--- config.mk ---
export PLATFORM = sky130hd
export DESIGN_NAME = cdc_fifo_write_arbiter_flat
export DESIGN_NICKNAME = d
export VERILOG_FILES = /design/src/rtl/cdc_fifo_write_arbiter_if.sv /design/src/rtl/cdc_fifo_write_arbiter.sv /design/src/flat_wrapper.sv
export SDC_FILE = /design/constraint.sdc
export NUM_CORES = 1
export LEC_CHECK = 0
export ABC_CLOCK_PERIOD_IN_PS = 2400
export CELL_PAD_IN_SITES_DETAIL_PLACEMENT = 1
export CELL_PAD_IN_SITES_GLOBAL_PLACEMENT = 1
export CORE_AREA = 2 2 63 65
export CTS_BUF_LIST = sky130_fd_sc_hd__clkbuf_4 sky130_fd_sc_hd__clkbuf_8 sky130_fd_sc_hd__clkbuf_16
export CTS_CLUSTER_DIAMETER = 150
export DETAILED_ROUTE_END_ITERATION = 16
export DIE_AREA = 0 0 65 67
export PLACE_DENSITY = 0.83
export REMOVE_ABC_BUFFERS = 1
export SETUP_SLACK_MARGIN = 0.05
export SLEW_MARGIN = 10
export SYNTH_ARGS = -nofsm -noshare
export SYNTH_HDL_FRONTEND = slang
export SYNTH_SLANG_ARGS = --single-unit
--- constraint.sdc ---
create_clock -name clk -period 2.4 [get_ports clk]
set_input_delay 0.48 -clock clk [delete_from_list [all_inputs] [get_ports clk]]
set_output_delay 0.48 -clock clk [all_outputs]
set_load 0.01 [all_outputs]
--- src/rtl/cdc_fifo_write_arbiter_if.sv ---
// Write-side bundle between producer engines, the arbiter and the cdc_fifo write port.
// Port p's beat occupies in_data[p], i.e. bits [p*DATA_WIDTH +: DATA_WIDTH].
interface cdc_fifo_write_arbiter_if #(
    parameter int NUM_PORTS  = 4,
    parameter int ID_WIDTH   = 2,
    parameter int DATA_WIDTH = 8
);
    logic [NUM_PORTS-1:0][DATA_WIDTH-1:0] in_data;
    logic [NUM_PORTS-1:0]                 in_valid;
    logic [NUM_PORTS-1:0]                 in_last;
    logic [NUM_PORTS-1:0]                 in_ready;
    logic [DATA_WIDTH-1:0]                fifo_data;
    logic                                 fifo_req;
    logic                                 fifo_full;
    logic                                 grant_valid;
    logic [ID_WIDTH-1:0]                  grant_id;

    modport master (
        output in_data, in_valid, in_last, fifo_full,
        input  in_ready, fifo_data, fifo_req, grant_valid, grant_id
    );

    modport slave (
        input  in_data, in_valid, in_last, fifo_full,
        output in_ready, fifo_data, fifo_req, grant_valid, grant_id
    );
endinterface

--- src/rtl/cdc_fifo_write_arbiter.sv ---
// Packet-locked round-robin arbiter sharing one cdc_fifo write port between NUM_PORTS producers.
// A grant lasts until the holder's last beat or MAX_BURST beats; each grant costs one idle cycle.
module cdc_fifo_write_arbiter #(
    parameter int NUM_PORTS  = 4,
    parameter int ID_WIDTH   = 2,
    parameter int DATA_WIDTH = 8,
    parameter int MAX_BURST  = 16
) (
    input  logic                     clk,
    input  logic                     reset,
    cdc_fifo_write_arbiter_if.slave  bus
);
    localparam int CNT_W = (MAX_BURST > 1) ? $clog2(MAX_BURST) : 1;

    typedef enum logic {IDLE, BUSY} state_t;

    state_t              state_q, state_d;
    logic [ID_WIDTH-1:0] gid_q, gid_d, ptr_q, ptr_d, pick, idx;
    logic                gv_q, gv_d, found, busy, xfer, rel;
    logic [CNT_W-1:0]    cnt_q, cnt_d;

    // Search starts just after the last holder so every port gets a turn.
    always_comb begin
        pick  = '0;
        idx   = '0;
        found = 1'b0;
        for (int i = 1; i <= NUM_PORTS; i++) begin
            idx = ID_WIDTH'((int'(ptr_q) + i) % NUM_PORTS);
            if (!found && bus.in_valid[idx]) begin
                found = 1'b1;
                pick  = idx;
            end
        end
    end

    // Beat moves exactly when the cdc_fifo writes it (req && ~full).
    assign busy = (state_q == BUSY);
    assign xfer = busy && bus.in_valid[gid_q] && !bus.fifo_full;
    assign rel  = xfer && (bus.in_last[gid_q] || cnt_q == CNT_W'(MAX_BURST - 1));

    assign bus.fifo_data   = busy ? bus.in_data[gid_q] : '0;
    assign bus.fifo_req    = busy && bus.in_valid[gid_q];
    assign bus.grant_valid = gv_q;
    assign bus.grant_id    = gid_q;

    for (genvar p = 0; p < NUM_PORTS; p++) begin : g_rdy
        assign bus.in_ready[p] = busy && (gid_q == ID_WIDTH'(p)) && !bus.fifo_full;
    end

    always_comb begin
        state_d = state_q;
        gid_d   = gid_q;
        gv_d    = gv_q;
        ptr_d   = ptr_q;
        cnt_d   = cnt_q;
        case (state_q)
            IDLE: begin
                if (found) begin
                    gid_d   = pick;
                    gv_d    = 1'b1;
                    cnt_d   = '0;
                    state_d = BUSY;
                end
            end
            BUSY: begin
                if (rel) begin
                    state_d = IDLE;
                    gv_d    = 1'b0;
                    ptr_d   = gid_q;
                    cnt_d   = '0;
                end else if (xfer) begin
                    cnt_d = cnt_q + 1'b1;
                end
            end
            default: state_d = IDLE;
        endcase
    end

    always_ff @(posedge clk) begin
        if (reset) begin
            state_q <= IDLE;
            gid_q   <= '0;
            gv_q    <= 1'b0;
            ptr_q   <= ID_WIDTH'(NUM_PORTS - 1);
            cnt_q   <= '0;
        end else begin
            state_q <= state_d;
            gid_q   <= gid_d;
            gv_q    <= gv_d;
            ptr_q   <= ptr_d;
            cnt_q   <= cnt_d;
        end
    end
endmodule

--- src/flat_wrapper.sv ---
// flat-port wrapper written by rule: the top's interface ports become plain ports
module cdc_fifo_write_arbiter_flat 
#(
    parameter int NUM_PORTS  = 4,
    parameter int ID_WIDTH   = 2,
    parameter int DATA_WIDTH = 8,
    parameter int MAX_BURST  = 16
)
  (clk, reset, bus_in_data, bus_in_valid, bus_in_last, bus_fifo_full, bus_in_ready, bus_fifo_data, bus_fifo_req, bus_grant_valid, bus_grant_id);
  cdc_fifo_write_arbiter_if #(.NUM_PORTS(NUM_PORTS), .ID_WIDTH(ID_WIDTH), .DATA_WIDTH(DATA_WIDTH)) bus_i ();
  input  logic clk;
  input  logic reset;
  input wire logic [$bits(bus_i.in_data)-1:0] bus_in_data;
  input wire logic [$bits(bus_i.in_valid)-1:0] bus_in_valid;
  input wire logic [$bits(bus_i.in_last)-1:0] bus_in_last;
  input wire logic [$bits(bus_i.fifo_full)-1:0] bus_fifo_full;
  output wire logic [$bits(bus_i.in_ready)-1:0] bus_in_ready;
  output wire logic [$bits(bus_i.fifo_data)-1:0] bus_fifo_data;
  output wire logic [$bits(bus_i.fifo_req)-1:0] bus_fifo_req;
  output wire logic [$bits(bus_i.grant_valid)-1:0] bus_grant_valid;
  output wire logic [$bits(bus_i.grant_id)-1:0] bus_grant_id;
  assign bus_i.in_data = bus_in_data;
  assign bus_i.in_valid = bus_in_valid;
  assign bus_i.in_last = bus_in_last;
  assign bus_i.fifo_full = bus_fifo_full;
  assign bus_in_ready = bus_i.in_ready;
  assign bus_fifo_data = bus_i.fifo_data;
  assign bus_fifo_req = bus_i.fifo_req;
  assign bus_grant_valid = bus_i.grant_valid;
  assign bus_grant_id = bus_i.grant_id;
  cdc_fifo_write_arbiter #(.NUM_PORTS(NUM_PORTS), .ID_WIDTH(ID_WIDTH), .DATA_WIDTH(DATA_WIDTH), .MAX_BURST(MAX_BURST)) u_core (.clk(clk), .reset(reset), .bus(bus_i));
endmodule
==> summary.md <==
| Metric | Value |
|---|---|
| CP Data Required Time | `1.92 ns` |
| Number of routed nets with antenna violations | `0` |
| Post-synth ARST share | `0` |
| Core ar. | `0.00361 mm²` |
| Largest net degree at the start of global routing | `19` |
| Pins over their slew limit | `0` |
| PwrDens | `403 mW/mm²` |
| DRC | `0` |
| H-tree depth | `1` |
| Cells after synthesis | `93` |
| Final global-route overflow total | `0` |
| Clock slew at reported path FFs | `0.05 ns` |
| Worst path slowest cell | `clkdlybuf4s50_1` |
| Nets | `211` |
| FMAX | `437 MHz` |
| Endpoints failing setup | `0` |
| Primary FF master, synth | `dfxtp_1` |
| Worst-margin pin slew | `0.379 ns` |
| Multi-input logic area | `629 µm²` |
| Yosys warnings | `0` |
| Area contributors post-synth | `mux4_2 (24%), dfxtp_1 (23%), and2_1 (7.3%)` |
| CP Capture Type | `output pin` |
| Number of port buffers | `58` |
| Leak | `0.000699 µW` |
| CTS Buf Count | `3` |
| RSZ-0062 raised after global routing | `no` |
| Layout cells sized above 1 | `0.205` |
| Vias/cell | `4.95` |
| Synthesis-stage register bit count | `10` |
| Routed length per instance | `15.7 µm` |
| Cell count after placement | `208` |
| Post-synth top area cell | `mux4_2` |
| Vias in the first global route | `1188` |
| Clk_lat worst skew | `0.24 ns` |
| Initial antenna violation count | `0` |
| Hpwl dp | `2.86 mm` |
| Max incr delay on CP | `0.54 ns` |
| Area share of the largest cell type after synthesis | `0.236` |
| Post-Synthesis Cell Area | `860 µm²` |
| Root Buffer | `clkbuf_8` |
| Status | `complete, no violations` |
| Tot GR Track Use | `0.165` |
| Die area | `0.00436 mm²` |
| CP endpoint | `bus_in_ready[2]` |
| Via Count | `1060` |
| Pwr Total | `671 µW` |
| First-pass GRT wire length | `5.52 mm` |
| Final hold vios | `0` |
| Drt first pass iters | `4` |
| CP Launch Point | `bus_fifo_full` |
| Max Cap Viol | `0` |
| CP top delay family | `buffers and inverters` |
| Num Clock Sinks | `10` |
| I/O Pins | `59` |
| Core Rows | `22` |
| CP bufs+invs | `2` |
| FF-to-FF path depth | `6` |
| Rel. slew slack | `0.746` |
| Buffer depth of the longest clock path | `2` |
| Post-Route Skew | `0.00732 ns` |
| Most frequent CP cell | `clkdlybuf4s50_1` |
| Post-synth EDFFs | `0` |
| Fin cells | `214` |
| Seq. cell area | `200 µm²` |
| Final WL | `3.36 mm` |
| HP Class | `reg -> reg` |
| Synth unique cells | `35` |
| # diodes | `0` |
| Commonest cells post-synth | `a21oi_1 (10), and2_1 (10), dfxtp_1 (10), mux4_2 (9)` |
| CTS tree | `built` |
| Worst R2R Setup Slack | `0.48 ns` |
| Fin crit share | `0.953` |
| Die width | `65 µm` |
| Crit-path max FO | `2` |
| Max IR drop VDD | `449 µV` |
| Worst reg2reg startpoint | `u_core.bus.grant_id[1]$_SDFFE_PP0P_` |
| Crit path launch type | `primary input` |
| Avg Inst Size Synth | `9.24 µm²` |
| Die Height | `67 µm` |
| Worst R2R End | `u_core.ptr_q[0]$_SDFFE_PP1P_` |
| Routability cong. | `0.780` |
| Critical path class | `in -> out` |
| Area Overhead vs Synth | `93.7%` |
| Minimum clock period | `2.29 ns` |
| Crit path cell chain | `clkdlybuf4s50_1, nor3b_2, and2_1, clkdlybuf4s50_1` |
| Seq/Total Area, Yosys | `0.233` |
| Stages on the worst setup path | `4` |
| Starting DRT DRC Count | `48` |
| Initial Util | `0.238` |
| # fillers | `434` |
| CP Data Arrival Time | `1.81 ns` |
==> registers in the layout, indices dropped and copies added (netlist names) <==
register	count
u_core.bus.grant_id	2
u_core.bus.grant_valid	1
u_core.busy	1
u_core.cnt_q	4
u_core.ptr_q	2
==> kinds of logic after synthesis <==
| group | synth area share |
|---|---|
| AND/OR/NAND/NOR | 0.218 |
| AO/OA/AOI/OAI | 0.218 |
| multiplexers | 0.274 |
| flip-flops | 0.233 |
| buffers and inverters | 0.0422 |
| adder cells (fa/ha/maj) | 0.0146 |
==> report_power, final <==
group / total (µW) / switching, µW / internal [µW] / leakage, µW
clock: 211 / 67.0 / 144 / 0.0000288
combinational: 275 / 102 / 173 / 0.000588
sequential: 184 / 9.18 / 175 / 0.0000818
==> how the worst min path moves through the flow <==
stage                                            start                           end  slack, ns  cells after the start
after floorplan           u_core.cnt_q[1]$_SDFFE_PP0P_  u_core.cnt_q[1]$_SDFFE_PP0P_       0.44                      2
after global placement    u_core.cnt_q[1]$_SDFFE_PP0P_  u_core.cnt_q[1]$_SDFFE_PP0P_       0.46                      2
after detailed placement  u_core.cnt_q[1]$_SDFFE_PP0P_  u_core.cnt_q[1]$_SDFFE_PP0P_       0.48                      2
after CTS                 u_core.cnt_q[1]$_SDFFE_PP0P_  u_core.cnt_q[1]$_SDFFE_PP0P_       0.49                      2
after global routing      u_core.cnt_q[1]$_SDFFE_PP0P_  u_core.cnt_q[1]$_SDFFE_PP0P_       0.51                      2
final                     u_core.cnt_q[1]$_SDFFE_PP0P_  u_core.cnt_q[1]$_SDFFE_PP0P_       0.49                      2
==> per-layer routing <==
layer  wire length [µm]  track usage  part of all wire  vias up
met3                152       0.0389             0.045        8
met5                  0            0                 0        -
li1                   -            -                 -      506
met4                 82       0.0559             0.024        0
met2               1870        0.325              0.56       26
met1               1250        0.169              0.37      520
==> cells in the final DEF (no fill, tap or decap), types with 2 or more instances in the layout <==
master,synthesis,routed
a21oi_1,10,10
o21ai_0,4,4
dlygate4sd2_1,0,10
a211o_1,3,3
nand2_1,5,5
o21a_1,2,2
mux2_2,2,2
dlymetal6s2s_1,0,2
dfxtp_1,10,10
and2_1,10,10
mux4_2,9,9
nor3_1,2,2
clkdlybuf4s50_1,0,46
clkbuf_8,0,4
or4_1,2,2
nor2b_1,2,2
nor2_1,5,5
buf_4,0,15
inv_1,4,4
==> what timing repair did <==
action | CTS | global route
hold endpoints to repair | 0 | 0
hold buffers | 0 | 0
pin swaps | 0 | 1
endpoints found under the setup margin | 12 | 3
buffers inserted | 0 | 2
gates resized for setup | 11 | 3
==> worst min-delay path: stages, from the launching register on <==
cell	delay, ns
dfxtp_1	0.32
nand2_1	0.07
a21oi_1	0.05
==> stage by stage <==
stage                     setup slack, ns  cell area, µm²  hold slack, ns  TNS [ns]  utilization
final                               0.114            1670           0.490         0        0.462
after global routing               0.0790            1670           0.508         0        0.462
after CTS                          0.0105            1640           0.490         0        0.456
after detailed placement          -0.0849            1600           0.482    -0.616        0.443
after global placement            -0.0513            1600           0.463    -0.300        0.443
after floorplan                     0.278             838           0.443         0            -
==> layout make-up <==
type	instances	area share
clock buffer	4	0.0331
timing repair buffer	74	0.424
multi-input combinational	74	0.378
tap	48	0.0361
inverter	4	0.00902
sequential	10	0.120
Power figures use the tool's default switching activity.
